## config.mk

```make
export PLATFORM = sky130hd
export DESIGN_NAME = comp_share_arb_flat
export DESIGN_NICKNAME = d
export VERILOG_FILES = /design/src/rtl/comp_share_arb_if.sv /design/src/rtl/comp_share_arb.sv /design/src/flat_wrapper.sv
export SDC_FILE = /design/constraint.sdc
export NUM_CORES = 1
export LEC_CHECK = 0
export CAP_MARGIN = 20
export CORE_MARGIN = 4
export CORE_UTILIZATION = 32
export CTS_CLUSTER_SIZE = 14
export DETAILED_ROUTE_END_ITERATION = 16
export GPL_ROUTABILITY_DRIVEN = 0
export PLACE_DENSITY = 0.82
export SYNTH_ARGS = -nofsm -noshare
export SYNTH_HDL_FRONTEND = slang
export SYNTH_SLANG_ARGS = --single-unit
```

## constraint.sdc

```tcl
create_clock -name clk -period 1.65 [get_ports clk]
set_input_delay 0.165 -clock clk [delete_from_list [all_inputs] [get_ports clk]]
set_output_delay 0.165 -clock clk [all_outputs]
set_load 0.02 [all_outputs]
```

## src/rtl/comp_share_arb_if.sv

```systemverilog
// Requester-side bundle for comp_share_arb: request handshake with packed operands,
// and per-requester response handshake with the shared result and requester index.
interface comp_share_arb_if #(
  parameter int NUM_REQ = 4,
  parameter int LEN     = 16,
  parameter int ID_W    = 2
);
  logic [NUM_REQ-1:0]     req_valid;
  logic [NUM_REQ-1:0]     req_ready;
  logic [NUM_REQ*LEN-1:0] req_in1;
  logic [NUM_REQ*LEN-1:0] req_in2;
  logic [NUM_REQ-1:0]     rsp_valid;
  logic [NUM_REQ-1:0]     rsp_ready;
  logic                   rsp_result;
  logic [ID_W-1:0]        rsp_id;

  // Requester cluster side
  modport master (
    output req_valid,
    output req_in1,
    output req_in2,
    output rsp_ready,
    input  req_ready,
    input  rsp_valid,
    input  rsp_result,
    input  rsp_id
  );

  // Arbiter side
  modport slave (
    input  req_valid,
    input  req_in1,
    input  req_in2,
    input  rsp_ready,
    output req_ready,
    output rsp_valid,
    output rsp_result,
    output rsp_id
  );
endinterface

```

## src/rtl/comp_share_arb.sv

```systemverilog
// Round-robin arbiter time-sharing one signed comparator among NUM_REQ requesters:
// grant in IDLE, drive the comparator for one CMP cycle, hold the result in RESP.
module comp_share_arb #(
  parameter int NUM_REQ = 4,
  parameter int LEN     = 16,
  parameter int ID_W    = 2
) (
  input  logic            clk,
  input  logic            rstn,
  comp_share_arb_if.slave bus,
  output logic [LEN-1:0]  cmp_in1,
  output logic [LEN-1:0]  cmp_in2,
  input  logic            cmp_out,
  output logic            busy
);

  localparam logic [1:0] IDLE = 2'd0;
  localparam logic [1:0] CMP  = 2'd1;
  localparam logic [1:0] RESP = 2'd2;

  logic [1:0]      state_reg, state_next;
  logic [ID_W-1:0] ptr_reg, ptr_next;
  logic [ID_W-1:0] id_reg, id_next;
  logic [LEN-1:0]  op1_reg, op1_next;
  logic [LEN-1:0]  op2_reg, op2_next;
  logic            result_reg, result_next;

  logic [LEN-1:0]     in1_arr [NUM_REQ];
  logic [LEN-1:0]     in2_arr [NUM_REQ];
  logic [NUM_REQ-1:0] above_mask;

  logic            hi_found, any_found;
  logic [ID_W-1:0] hi_idx, any_idx;
  logic            win_valid;
  logic [ID_W-1:0] win_idx;
  logic [ID_W-1:0] win_succ;

  // Unpack operands and flag requesters at or above the round-robin pointer
  genvar gi;
  generate
    for (gi = 0; gi < NUM_REQ; gi++) begin : g_req
      assign in1_arr[gi]    = bus.req_in1[gi*LEN +: LEN];
      assign in2_arr[gi]    = bus.req_in2[gi*LEN +: LEN];
      assign above_mask[gi] = bus.req_valid[gi] && (ID_W'(gi) >= ptr_reg);
    end
  endgenerate

  // Two-level priority: lowest valid index at or above ptr, else lowest valid overall.
  always_comb begin
    hi_found  = 1'b0;
    hi_idx    = '0;
    any_found = 1'b0;
    any_idx   = '0;
    for (int i = NUM_REQ - 1; i >= 0; i--) begin
      if (above_mask[i]) begin
        hi_found = 1'b1;
        hi_idx   = ID_W'(i);
      end
      if (bus.req_valid[i]) begin
        any_found = 1'b1;
        any_idx   = ID_W'(i);
      end
    end
  end

  assign win_valid = any_found;
  assign win_idx   = hi_found ? hi_idx : any_idx;
  assign win_succ  = (win_idx == ID_W'(NUM_REQ - 1)) ? '0 : win_idx + ID_W'(1);

  always_comb begin
    state_next  = state_reg;
    ptr_next    = ptr_reg;
    id_next     = id_reg;
    op1_next    = op1_reg;
    op2_next    = op2_reg;
    result_next = result_reg;
    case (state_reg)
      IDLE: begin
        if (win_valid) begin
          state_next = CMP;
          op1_next   = in1_arr[win_idx];
          op2_next   = in2_arr[win_idx];
          id_next    = win_idx;
          ptr_next   = win_succ;
        end
      end
      CMP: begin
        result_next = cmp_out;
        state_next  = RESP;
      end
      RESP: begin
        // Only the answered requester's accept matters
        if (bus.rsp_ready[id_reg]) begin
          state_next = IDLE;
        end
      end
      default: begin
        state_next = IDLE;
      end
    endcase
  end

  always_ff @(posedge clk or negedge rstn) begin
    if (!rstn) begin
      state_reg  <= IDLE;
      ptr_reg    <= '0;
      id_reg     <= '0;
      op1_reg    <= '0;
      op2_reg    <= '0;
      result_reg <= 1'b0;
    end else begin
      state_reg  <= state_next;
      ptr_reg    <= ptr_next;
      id_reg     <= id_next;
      op1_reg    <= op1_next;
      op2_reg    <= op2_next;
      result_reg <= result_next;
    end
  end

  generate
    for (gi = 0; gi < NUM_REQ; gi++) begin : g_hs
      assign bus.req_ready[gi] = (state_reg == IDLE) && win_valid && (win_idx == ID_W'(gi));
      assign bus.rsp_valid[gi] = (state_reg == RESP) && (id_reg == ID_W'(gi));
    end
  endgenerate

  // Comparator inputs held at zero outside CMP to keep it quiet
  assign cmp_in1        = (state_reg == CMP) ? op1_reg : '0;
  assign cmp_in2        = (state_reg == CMP) ? op2_reg : '0;
  assign bus.rsp_result = result_reg;
  assign bus.rsp_id     = id_reg;
  assign busy           = (state_reg != IDLE);

endmodule

```

## src/flat_wrapper.sv

```systemverilog
// flat-port wrapper written by rule: the top's interface ports become plain ports
module comp_share_arb_flat 
#(
  parameter int NUM_REQ = 4,
  parameter int LEN     = 16,
  parameter int ID_W    = 2
)
  (clk, rstn, cmp_in1, cmp_in2, cmp_out, busy, bus_req_valid, bus_req_in1, bus_req_in2, bus_rsp_ready, bus_req_ready, bus_rsp_valid, bus_rsp_result, bus_rsp_id);
  comp_share_arb_if #(.NUM_REQ(NUM_REQ), .LEN(LEN), .ID_W(ID_W)) bus_i ();
  input  logic clk;
  input  logic rstn;
  output logic [LEN-1:0] cmp_in1;
  output logic [LEN-1:0] cmp_in2;
  input  logic cmp_out;
  output logic busy;
  input wire logic [$bits(bus_i.req_valid)-1:0] bus_req_valid;
  input wire logic [$bits(bus_i.req_in1)-1:0] bus_req_in1;
  input wire logic [$bits(bus_i.req_in2)-1:0] bus_req_in2;
  input wire logic [$bits(bus_i.rsp_ready)-1:0] bus_rsp_ready;
  output wire logic [$bits(bus_i.req_ready)-1:0] bus_req_ready;
  output wire logic [$bits(bus_i.rsp_valid)-1:0] bus_rsp_valid;
  output wire logic [$bits(bus_i.rsp_result)-1:0] bus_rsp_result;
  output wire logic [$bits(bus_i.rsp_id)-1:0] bus_rsp_id;
  assign bus_i.req_valid = bus_req_valid;
  assign bus_i.req_in1 = bus_req_in1;
  assign bus_i.req_in2 = bus_req_in2;
  assign bus_i.rsp_ready = bus_rsp_ready;
  assign bus_req_ready = bus_i.req_ready;
  assign bus_rsp_valid = bus_i.rsp_valid;
  assign bus_rsp_result = bus_i.rsp_result;
  assign bus_rsp_id = bus_i.rsp_id;
  comp_share_arb #(.NUM_REQ(NUM_REQ), .LEN(LEN), .ID_W(ID_W)) u_core (.clk(clk), .rstn(rstn), .bus(bus_i), .cmp_in1(cmp_in1), .cmp_in2(cmp_in2), .cmp_out(cmp_out), .busy(busy));
endmodule
```

==> impl_metrics.py <==
metrics = {
    "floorplanning": {
        "initial_core_util_pct": 33.51,
        "dieHeight_um": 98.66,
        "die_w_um": 98.66,
        "coreArea_sq_um": 7848,
        "die_area_sq_um": 9733,
        "pin_count": 183,
        "rows": 32,
    },
    "power": {
        "pwr-share-comb_pct": 72.5,
        "clkPwrFrac_pct": 8.0,
        "switching_share_pct": 39.81,
        "p_sw_mw": 3.564,
        "intPower_mw": 5.388,
        "total_leakage_power_nw": 2.524,
        "seq_power_share_pct": 19.5,
        "irDropWorstVdd_mv": 0.8368,
        "power.total_mw": 8.952,
        "pwr_density_cell_nw_per_um2": 1605,
    },
    "global_routing": {
        "overflow": 0,
        "antenna_found_initial": 0,
        "grt_max_degree": 38,
        "grt_pass1_wl_mm": 14.63,
        "grtUsageTotal_pct": 18.59,
        "grt_pass1_vias": 2909,
    },
    "sta": {
        "finalClockSkew_ns": 0.007411,
        "layout_setup_ws_ns": -0.2456,
        "period_share_pct": 114.9,
        "whs_ns": 0.3923,
        "worst_pin_slew_ns": 0.5274,
        "fin_crit_ns": 1.896,
        "drv_slew": 0,
        "hold_viol": 0,
        "slew_headroom_pct": 64.84,
        "setup_viol": 61,
        "rsz0062_at_grt": "yes",
        "fmax_mhz": 527.6,
    },
    "critical_path": {
        "crit_path_cell_trace": "buf_4 -> a211o_4 -> ha_1 -> and2_4 -> buf_4",
        "cp_common_cell": "buf_4",
        "cp_top_family": "flip-flops",
        "cp.depth": 5,
        "crit_required_ns": 1.48,
        "crit_buf_inv": 2,
        "r2r_slack_ns": -0.20,
        "worstPathArrival_ns": 1.73,
        "end_kind": "output pin",
        "r2r_cells": 7,
        "cp-start-kind": "flip-flop",
        "max_stage_delay_ns": 0.41,
        "worstPathMaxFanout": 5,
        "cpMaxStageDelayCell": "dfrtp_1",
        "crit_type": "flip-flop to output pin",
    },
    "yosys": {
        "syn_inst": 265,
        "synth_seq_cells": 39,
        "synth.area.top_cells": "dfrtp_1, mux2i_1, o221ai_1, and2_1, nand2_1",
        "synthTopCellsByCount": "mux2i_1, dfrtp_1, nand2_1, and2_1, o221ai_1",
        "synth_ff_type": "dfrtp_1",
        "synth_top_cell_by_area": "dfrtp_1",
        "yosysUniqueCellTypes": 28,
        "async_reset_ff_share_pct": 100.0,
        "synth_edf_count": 0,
        "seq_area_frac_synth_pct": 37.11,
        "avgSynthCellArea_sq_um": 9.925,
        "synth_fp_nets": 408,
        "synth_top_area_share_pct": 37.11,
        "syn_area_sq_um": 2630,
        "yosysMostFrequentCell": "mux2i_1",
        "yosysWarnings": 0,
    },
    "drt": {
        "initialDrtViolationCount": 153,
        "via_per_inst": 5.220,
        "firstDrtPassIters": 5,
        "route.antenna.remaining_nets": 0,
        "vias": 3017,
        "finalWirelength_mm": 11.64,
        "wl_per_cell_um": 20.14,
        "drc": 0,
    },
    "clock_network": {
        "htree_levels": 2,
        "cts_sinks": 39,
        "clk_pin_slew_ns": 0.08,
        "cts_buffers": 5,
        "clock_latency_ns": 0.28,
        "clk_path_buf_depth": 2,
        "cts-root-buf": "clkbuf_8",
        "cts_tree": "done",
    },
    "final_layout": {
        "utilization_pct": 71.06,
        "n_antenna_cell": 0,
        "nets": 618,
        "final_layout_size_suffix_gt1_share_pct": 34.66,
        "fin_area_sq_um": 5577,
        "area_growth_syn_to_layout_pct": 112.0,
    },
    "status": {
        "status": "finished, violations left",
        "violations": "negative setup slack",
    },
    "hold_path": {
        "hold_class": "primary input to async pin",
    },
    "flow_run": {
        "timing.max_cap.violations": 0,
    },
    "placed_design": {
        "place_area_sq_um": 4662,
        "numPortBuffers": 182,
        "dpl.hpwl_mm": 7.092,
    },
}
-- cell usage in the layout, fill, tap and decap left out, drive strengths merged, types with 2 or more instances in the layout --
| cell | Yosys | layout |
|---|---|---|
| and2 | 36 | 36 |
| buf | 9 | 70 |
| inv | 6 | 6 |
| nand2b | 3 | 3 |
| mux2i | 64 | 64 |
| a21oi | 4 | 4 |
| dlygate4sd2 | 0 | 4 |
| clkbuf | 12 | 19 |
| ha | 4 | 4 |
| nand2 | 39 | 39 |
| o221ai | 32 | 32 |
| dlymetal6s2s | 0 | 2 |
| dfrtp | 39 | 39 |
| nor2 | 3 | 3 |
| clkdlybuf4s50 | 0 | 136 |
| nor3b | 2 | 2 |
-- worst reg2reg max path, stage by stage, from the launching register on --
cell	delay, ns
dfrtp_1	0.41
buf_4	0.17
a211o_4	0.39
buf_6	0.15
buf_6	0.12
clkbuf_16	0.15
mux2i_1	0.17
o221ai_1	0.16
-- power by group through the flow --
| stage | combinational [mW] | clock, mW | sequential, mW |
|---|---|---|---|
| global placement | 4.33 | 0 | 1.69 |
| global route | 6.85 | 0.774 | 1.82 |
| floorplan | 2.70 | 0 | 1.69 |
| CTS | 4.50 | 0.729 | 1.69 |
| detailed placement | 4.41 | 0 | 1.72 |
| finish | 6.49 | 0.713 | 1.75 |
-- per-layer routing --
layer	vias up	GRT usage (%)	wire length, um
li1	1388	-	-
met1	1456	20.84	4129
met2	153	34.69	6413
met3	20	5.166	919
met4	0	4.412	179
met5	-	0	0
-- metrics by stage --
stage	setup slack [ns]	TNS, ns	std cells
final	-0.2456	-5.617	578
after global routing	-0.3286	-10.23	578
after CTS	-0.2155	-5.705	556
after detailed placement	-0.7358	-26.88	543
after global placement	-0.6236	-22.66	543
after floorplan	-0.007560	-0.02117	265
-- cell type report --
| cell class | count | area (sq um) |
|---|---|---|
| fillers | 572 | 2271 |
| clock buffers | 8 | 100.1 |
| repair buffers | 224 | 2525 |
| flip-flops and latches | 39 | 975.9 |
| well taps | 102 | 127.6 |
| inverters | 6 | 27.53 |
| multi-input cells | 199 | 1821 |
-- path summary, 6_finish.rpt --
path,startpoint,end
max,u_core.ptr_reg[1]$_DFFE_PN0P_,bus_req_ready[2]
min,rstn,u_core.op1_reg[3]$_DFFE_PN0P_
max reg2reg,u_core.ptr_reg[1]$_DFFE_PN0P_,u_core.op1_reg[1]$_DFFE_PN0P_
min reg2reg,u_core.op2_reg[1]$_DFFE_PN0P_,u_core.op2_reg[1]$_DFFE_PN0P_
max in group asynchronous,rstn,u_core.op2_reg[15]$_DFFE_PN0P_
min in group clk,u_core.op2_reg[1]$_DFFE_PN0P_,u_core.op2_reg[1]$_DFFE_PN0P_
-- kinds of logic (layout without fill, tap and decap cells) --
| group | Yosys count | count (layout) | synth area share (%) |
|---|---|---|---|
| DFF | 39 | 39 | 37.11 |
| adders and majority gates | 4 | 4 | 1.903 |
| and+or+nand+nor | 87 | 87 | 16.89 |
| buffers and inverters | 27 | 238 | 5.185 |
| AOI/OAI and AO/OA | 42 | 42 | 13.27 |
| muxes | 66 | 66 | 25.64 |
-- repair_timing --
action,CTS,global route
setup buffers,2,10
pin swaps,3,45
resized for setup,177,151
gates cloned,2,13
hold buffers,1,0
endpoints found under the setup margin,74,73
hold endpoints to repair,21,0
No activity file was read; power rests on OpenSTA's default activity.
==> edit 1: new RTL, config.mk and constraints unchanged <==
Make the reset (`rstn`) synchronous in one clocked block.
--- a/src/rtl/comp_share_arb.sv
+++ b/src/rtl/comp_share_arb.sv
@@ -100,7 +100,7 @@
     endcase
   end
 
-  always_ff @(posedge clk or negedge rstn) begin
+  always_ff @(posedge clk) begin
     if (!rstn) begin
       state_reg  <= IDLE;
       ptr_reg    <= '0;
Function: differs if rstn is asserted again (counterexample within 4 cycles, from zero or initial values and one cycle with rstn low); with rstn held inactive, the same outputs for 10 cycles.
==> edit 1 against the unedited design <==
The flow still finishes with violations (setup timing); sequential cell count is the same; hold slack better by 0.080 ns; area after synthesis increased by 9.8%; final cell count grew 13%; clock skew fell by 0.0014 ns; sequential share of layout area decreased by 3.5 points; worst setup slack got worse by 0.019 ns; routed wire length increased by 10%; die area up 9.0%; design area grew 1.6%; critical endpoint unchanged; critical path depth rose by 3.
Power is not compared: it rests on default switching activity, and its combinational part moved more than twofold at a synthesized area within 25%.
==> edit 1: results (changes against the unedited design) <==
[logic_synthesis]
yosysSeqAreaShare_pct=27.0  ; -10 points
ys_types=40  ; +43%
netlist_top_cells_area=dfxtp_1, mux2i_1, and2_1
synth_area_per_cell_um2=8.59  ; -13%
synthMuxAreaShare_pct=16.6  ; -9.0 points
synth_enable_flop_cells=0  ; unchanged
synth-main-ff-cell=dfxtp_1
syn_nets=479  ; +17%
synthAdderAreaFrac_pct=1.73  ; -0.17 points
synth_commonest_cells=dfxtp_1, and2_1, mux2i_1
synth_compound_area_share_pct=25.3  ; +12 points
async_flop_share_pct=0  ; -100 points

[place]
dpl.hpwl_um=8700  ; +23%
dp_cells=624  ; +15%
placed_cell_area_um2=5020  ; +7.6%
dp_slack_ns=-0.774  ; -0.0380 ns

[worst_setup_path]
slowest_stage=dfxtp_4
r2r_setup_slack_ns=-0.25  ; -0.05 ns
crit_arrival_ns=1.75  ; +0.02 ns
rr_endpoint=u_core.op1_reg[3]
cp_top_family=simple AND/OR/NAND/NOR gates
cp-start-kind=register
cpPeakStageDelay_ns=0.38  ; -0.03 ns
rr_worst_depth=8  ; +1
cp-startpoint=u_core.ptr_reg[1]

[min_path]
holdCritPathClass=reg -> reg

[sta]
fin_ws_ns=-0.265  ; -0.0190 ns
hold_slack_ns=0.473  ; +0.0803 ns
tightest_slew_ns=0.451  ; -0.0769 ns
setup_violations=36  ; -41%
skew_ns=0.00602  ; -0.00139 ns
finalSetupTns_ns=-4.39  ; +1.23 ns

[outcome]
violations=setup timing
status=finished with violations

[cells_and_area]
nets=688  ; +11%
fillers=722  ; +26%
drive_gt1_share_pct=33.0  ; -1.7 points

[global_routing]
grt_max_degree=31  ; -18%
grt_util_met1_pct=24.6  ; +3.8 points
gr-usage-met3_pct=4.47  ; -0.70 points
grt_first_pass_wirelength_um=17800  ; +21%
grtUsageMet2_pct=39.5  ; +4.8 points
first_global_vias=3615  ; +24%
grt_usage_pct=21.3  ; +2.7 points

[clock_network]
clock_path_buffers=2  ; unchanged
root_buffer=clkbuf_8

[drt]
wl_um=12800  ; +10%
dr.pass1.iters=4  ; -1
wire_per_inst_um=19.6  ; -2.8%
via_per_inst=5.48  ; +5.0%
drt_first_iter_violations=145  ; -5.2%
dr_wl_met3_um=1060  ; +15%
met1_length_um=4970  ; +20%

[power_and_ir_drop]
p_sw_mw=1.55
p_leak_nw=2.35

[edit 1: changes by cell type in the layout (fill, tap and decap cells not counted), moves of 10 or more]
| cell | change |
|---|---|
| a211o_1 | +13 |
| a41oi_1 | +10 |
| and2_1 | +16 |
| and2_4 | -16 |
| buf_4 | +25 |
| dfrtp_1 | -39 |
| dfxtp_1 | +33 |
| mux2i_1 | -25 |
| nand2_1 | -17 |
| nand4_1 | +23 |
| o211a_1 | +10 |
| o211ai_1 | +13 |
| o221ai_1 | -21 |
| o31ai_1 | +20 |
[edit 1: final cells by class]
type	instances	area share [%]
Multi-Input combinational cell	260	40.1
Clock buffer	5	1.21
Timing Repair Buffer	235	41.6
Tap cell	108	2.39
Inverter	4	0.442
Clock inverter	3	0.265
Sequential cell	39	14.0
[edit 1: repair_timing]
item,in CTS,in global routing
pin swaps,4,15
hold buffers,0,0
resized for setup,197,113
setup endpoints to repair,75,71
cloned,3,4
setup buffers,9,10
hold endpoints to repair,0,0
==> edit 2: new RTL, config.mk and constraints unchanged <==
Without the edit above. `ID_W` is set to 2 in 3 places; all go to 3.
--- a/src/rtl/comp_share_arb_if.sv
+++ b/src/rtl/comp_share_arb_if.sv
@@ -3,7 +3,7 @@
 interface comp_share_arb_if #(
   parameter int NUM_REQ = 4,
   parameter int LEN     = 16,
-  parameter int ID_W    = 2
+  parameter int ID_W    = 3
 );
   logic [NUM_REQ-1:0]     req_valid;
   logic [NUM_REQ-1:0]     req_ready;
--- a/src/rtl/comp_share_arb.sv
+++ b/src/rtl/comp_share_arb.sv
@@ -3,7 +3,7 @@
 module comp_share_arb #(
   parameter int NUM_REQ = 4,
   parameter int LEN     = 16,
-  parameter int ID_W    = 2
+  parameter int ID_W    = 3
 ) (
   input  logic            clk,
   input  logic            rstn,
--- a/src/flat_wrapper.sv
+++ b/src/flat_wrapper.sv
@@ -3,7 +3,7 @@
 #(
   parameter int NUM_REQ = 4,
   parameter int LEN     = 16,
-  parameter int ID_W    = 2
+  parameter int ID_W    = 3
 )
   (clk, rstn, cmp_in1, cmp_in2, cmp_out, busy, bus_req_valid, bus_req_in1, bus_req_in2, bus_rsp_ready, bus_req_ready, bus_rsp_valid, bus_rsp_result, bus_rsp_id);
   comp_share_arb_if #(.NUM_REQ(NUM_REQ), .LEN(LEN), .ID_W(ID_W)) bus_i ();
Interface: changed (resized bus_rsp_id); port bits go from 183 to 184. The function was not compared with the original's and may differ.
==> edit 2 against the unedited design <==
The flow still finishes with violations (setup timing); synthesized cell count up 31%; global-route usage is 1.1 points higher; worst setup slack got worse by 0.17 ns; sequential share of layout area up 0.11 points; routed wire length increased by 2.3%; area after synthesis up 14%; design area decreased by 0.38%; sequential cell count is the same; critical path depth up 1; total power shrank 3.1%; critical path type is now reg -> reg; highest routed layer unchanged.
==> edit 2: results (changes against the unedited design) <==
[logic_synthesis]
yosysWarnings=0  ; unchanged
synth_commonest_cells=nand2_1, dfrtp_1, a211oi_1, and2_1
syn_inst=346  ; +31%
async_flop_share_pct=100  ; unchanged
synth-main-ff-cell=dfrtp_1
syn_nets=489  ; +20%
yosysSeqAreaShare_pct=32.5  ; -4.6 points
netlist_top_cells_area=dfrtp_1, a211oi_2, mux2i_1
ys_types=36  ; +29%

[power_and_ir_drop]
p_clk_uw=707  ; -0.8%
powerDensity_nw_per_um2=1560  ; -2.8%
p_int_mw=4.93  ; -8.5%
ir_worst_vdd_mv=0.737  ; -12%
p_leak_nw=2.34  ; -7.4%
comb_cell_power_mw=6.17  ; -4.9%

[sta]
relSlewSlack_pct=65.1  ; +0.29 points
setup_violations=59  ; -3.3%
finalSetupTns_ns=-14.07  ; -8.46 ns
skew_ns=0.00481  ; -0.00260 ns
fin_ws_ns=-0.413  ; -0.168 ns

[worst_setup_path]
cp-startpoint=u_core.state_reg[0]
cp_max_fo=8  ; +3
crit_arrival_ns=2.22  ; +0.49 ns

[clock_network]
path_clk_slew_ns=0.08  ; about the same
clkLatencyLatePin_ns=0.28  ; about the same
clock_path_buffers=2  ; unchanged
numCtsBuffers=5  ; unchanged

[global_routing]
gr-usage-met3_pct=3.95  ; -1.2 points
grt_util_met1_pct=21.5  ; +0.69 points
first_global_vias=3492  ; +20%
grt_usage_pct=19.7  ; +1.1 points
grt_max_degree=36  ; -5.3%
grt_first_pass_wirelength_um=17700  ; +21%
antenna_found_initial=0  ; unchanged
grtUsageMet2_pct=37.7  ; +3.0 points

[place]
placed_cell_area_um2=5050  ; +8.3%
portBuffers=182  ; unchanged
dp_slack_ns=-0.727  ; +0.00865 ns
dpl.hpwl_um=8310  ; +17%
dp_cells=628  ; +16%

[cells_and_area]
drive_gt1_share_pct=31.1  ; -3.6 points
diodes=0  ; unchanged
fillers=802  ; +40%
nets=682  ; +10%
fin_area_um2=5560  ; -0.38%

[drt]
dr_wl_met3_um=636  ; -31%
wl_met2_um=6450  ; +0.51%
wire_per_inst_um=18.3  ; -9.2%
via_per_inst=5.17  ; -1.0%
drt_first_iter_violations=98  ; -36%
postRouteAntennaNets=0  ; unchanged
met1_length_um=4620  ; +12%
vias=3363  ; +11%

[min_path]
holdCritPathClass=in -> async

[outcome]
violations=setup timing
status=finished with violations

==> edit 2: changes by cell type after synthesis, moves of 2 or more <==
cell,unedited run,this run
nor2_1,3,35
nand2b_1,3,5
a211oi_2,0,28
buf_2,4,9
a211oi_1,0,36
inv_1,4,2
a21oi_1,4,2
clkbuf_1,12,18
nor3_1,1,35
mux2i_1,64,32
o221ai_1,32,0
==> edit 2: final cells by class <==
class	instances	area share, %
Timing Repair Buffer	219	40.2
Inverter	3	0.203
Tap cell	111	2.50
Clock buffer	8	1.80
Multi-Input combinational cell	271	37.6
Sequential cell	39	17.6
==> edit 2: path summary, 6_finish.rpt <==
kind,endpoint,depth (start not counted),slack [ns]
worst max-delay path,u_core.op2_reg[12],6,-0.41
max in group asynchronous,u_core.op1_reg[5],3,0.76
min in group clk,u_core.op1_reg[11],3,0.51
worst min-delay path,u_core.op1_reg[0],2,0.40
worst max register to register,u_core.op2_reg[12],6,-0.41
worst min register to register,u_core.bus.rsp_result,1,0.55
==> edit 2: cell families after synthesis <==
| kind of cell | share of synthesized area, % |
|---|---|
| flops | 32.5 |
| fa+ha+maj | 1.67 |
| mux | 11.8 |
| simple gates | 26.0 |
| compound gates | 22.2 |
| other cells | 0.125 |
| buf+inv | 5.79 |
==> edit 2: critical path, stage by stage (launching register included) <==
cell and delay (ns):
dfrtp_1 0.40, or2_4 0.26, or2_4 0.25, or4_4 0.51, clkbuf_16 0.22, a211oi_4 0.22, a211oi_1 0.08
==> edit 2: what timing repair did <==
item / CTS / global route
hold endpoints to repair: 20 / 0
buffers inserted: 7 / 4
endpoints found under the setup margin: 77 / 76
hold buffers: 1 / 0
gates cloned: 1 / 3
pin swaps: 4 / 5
gates resized for setup: 196 / 88
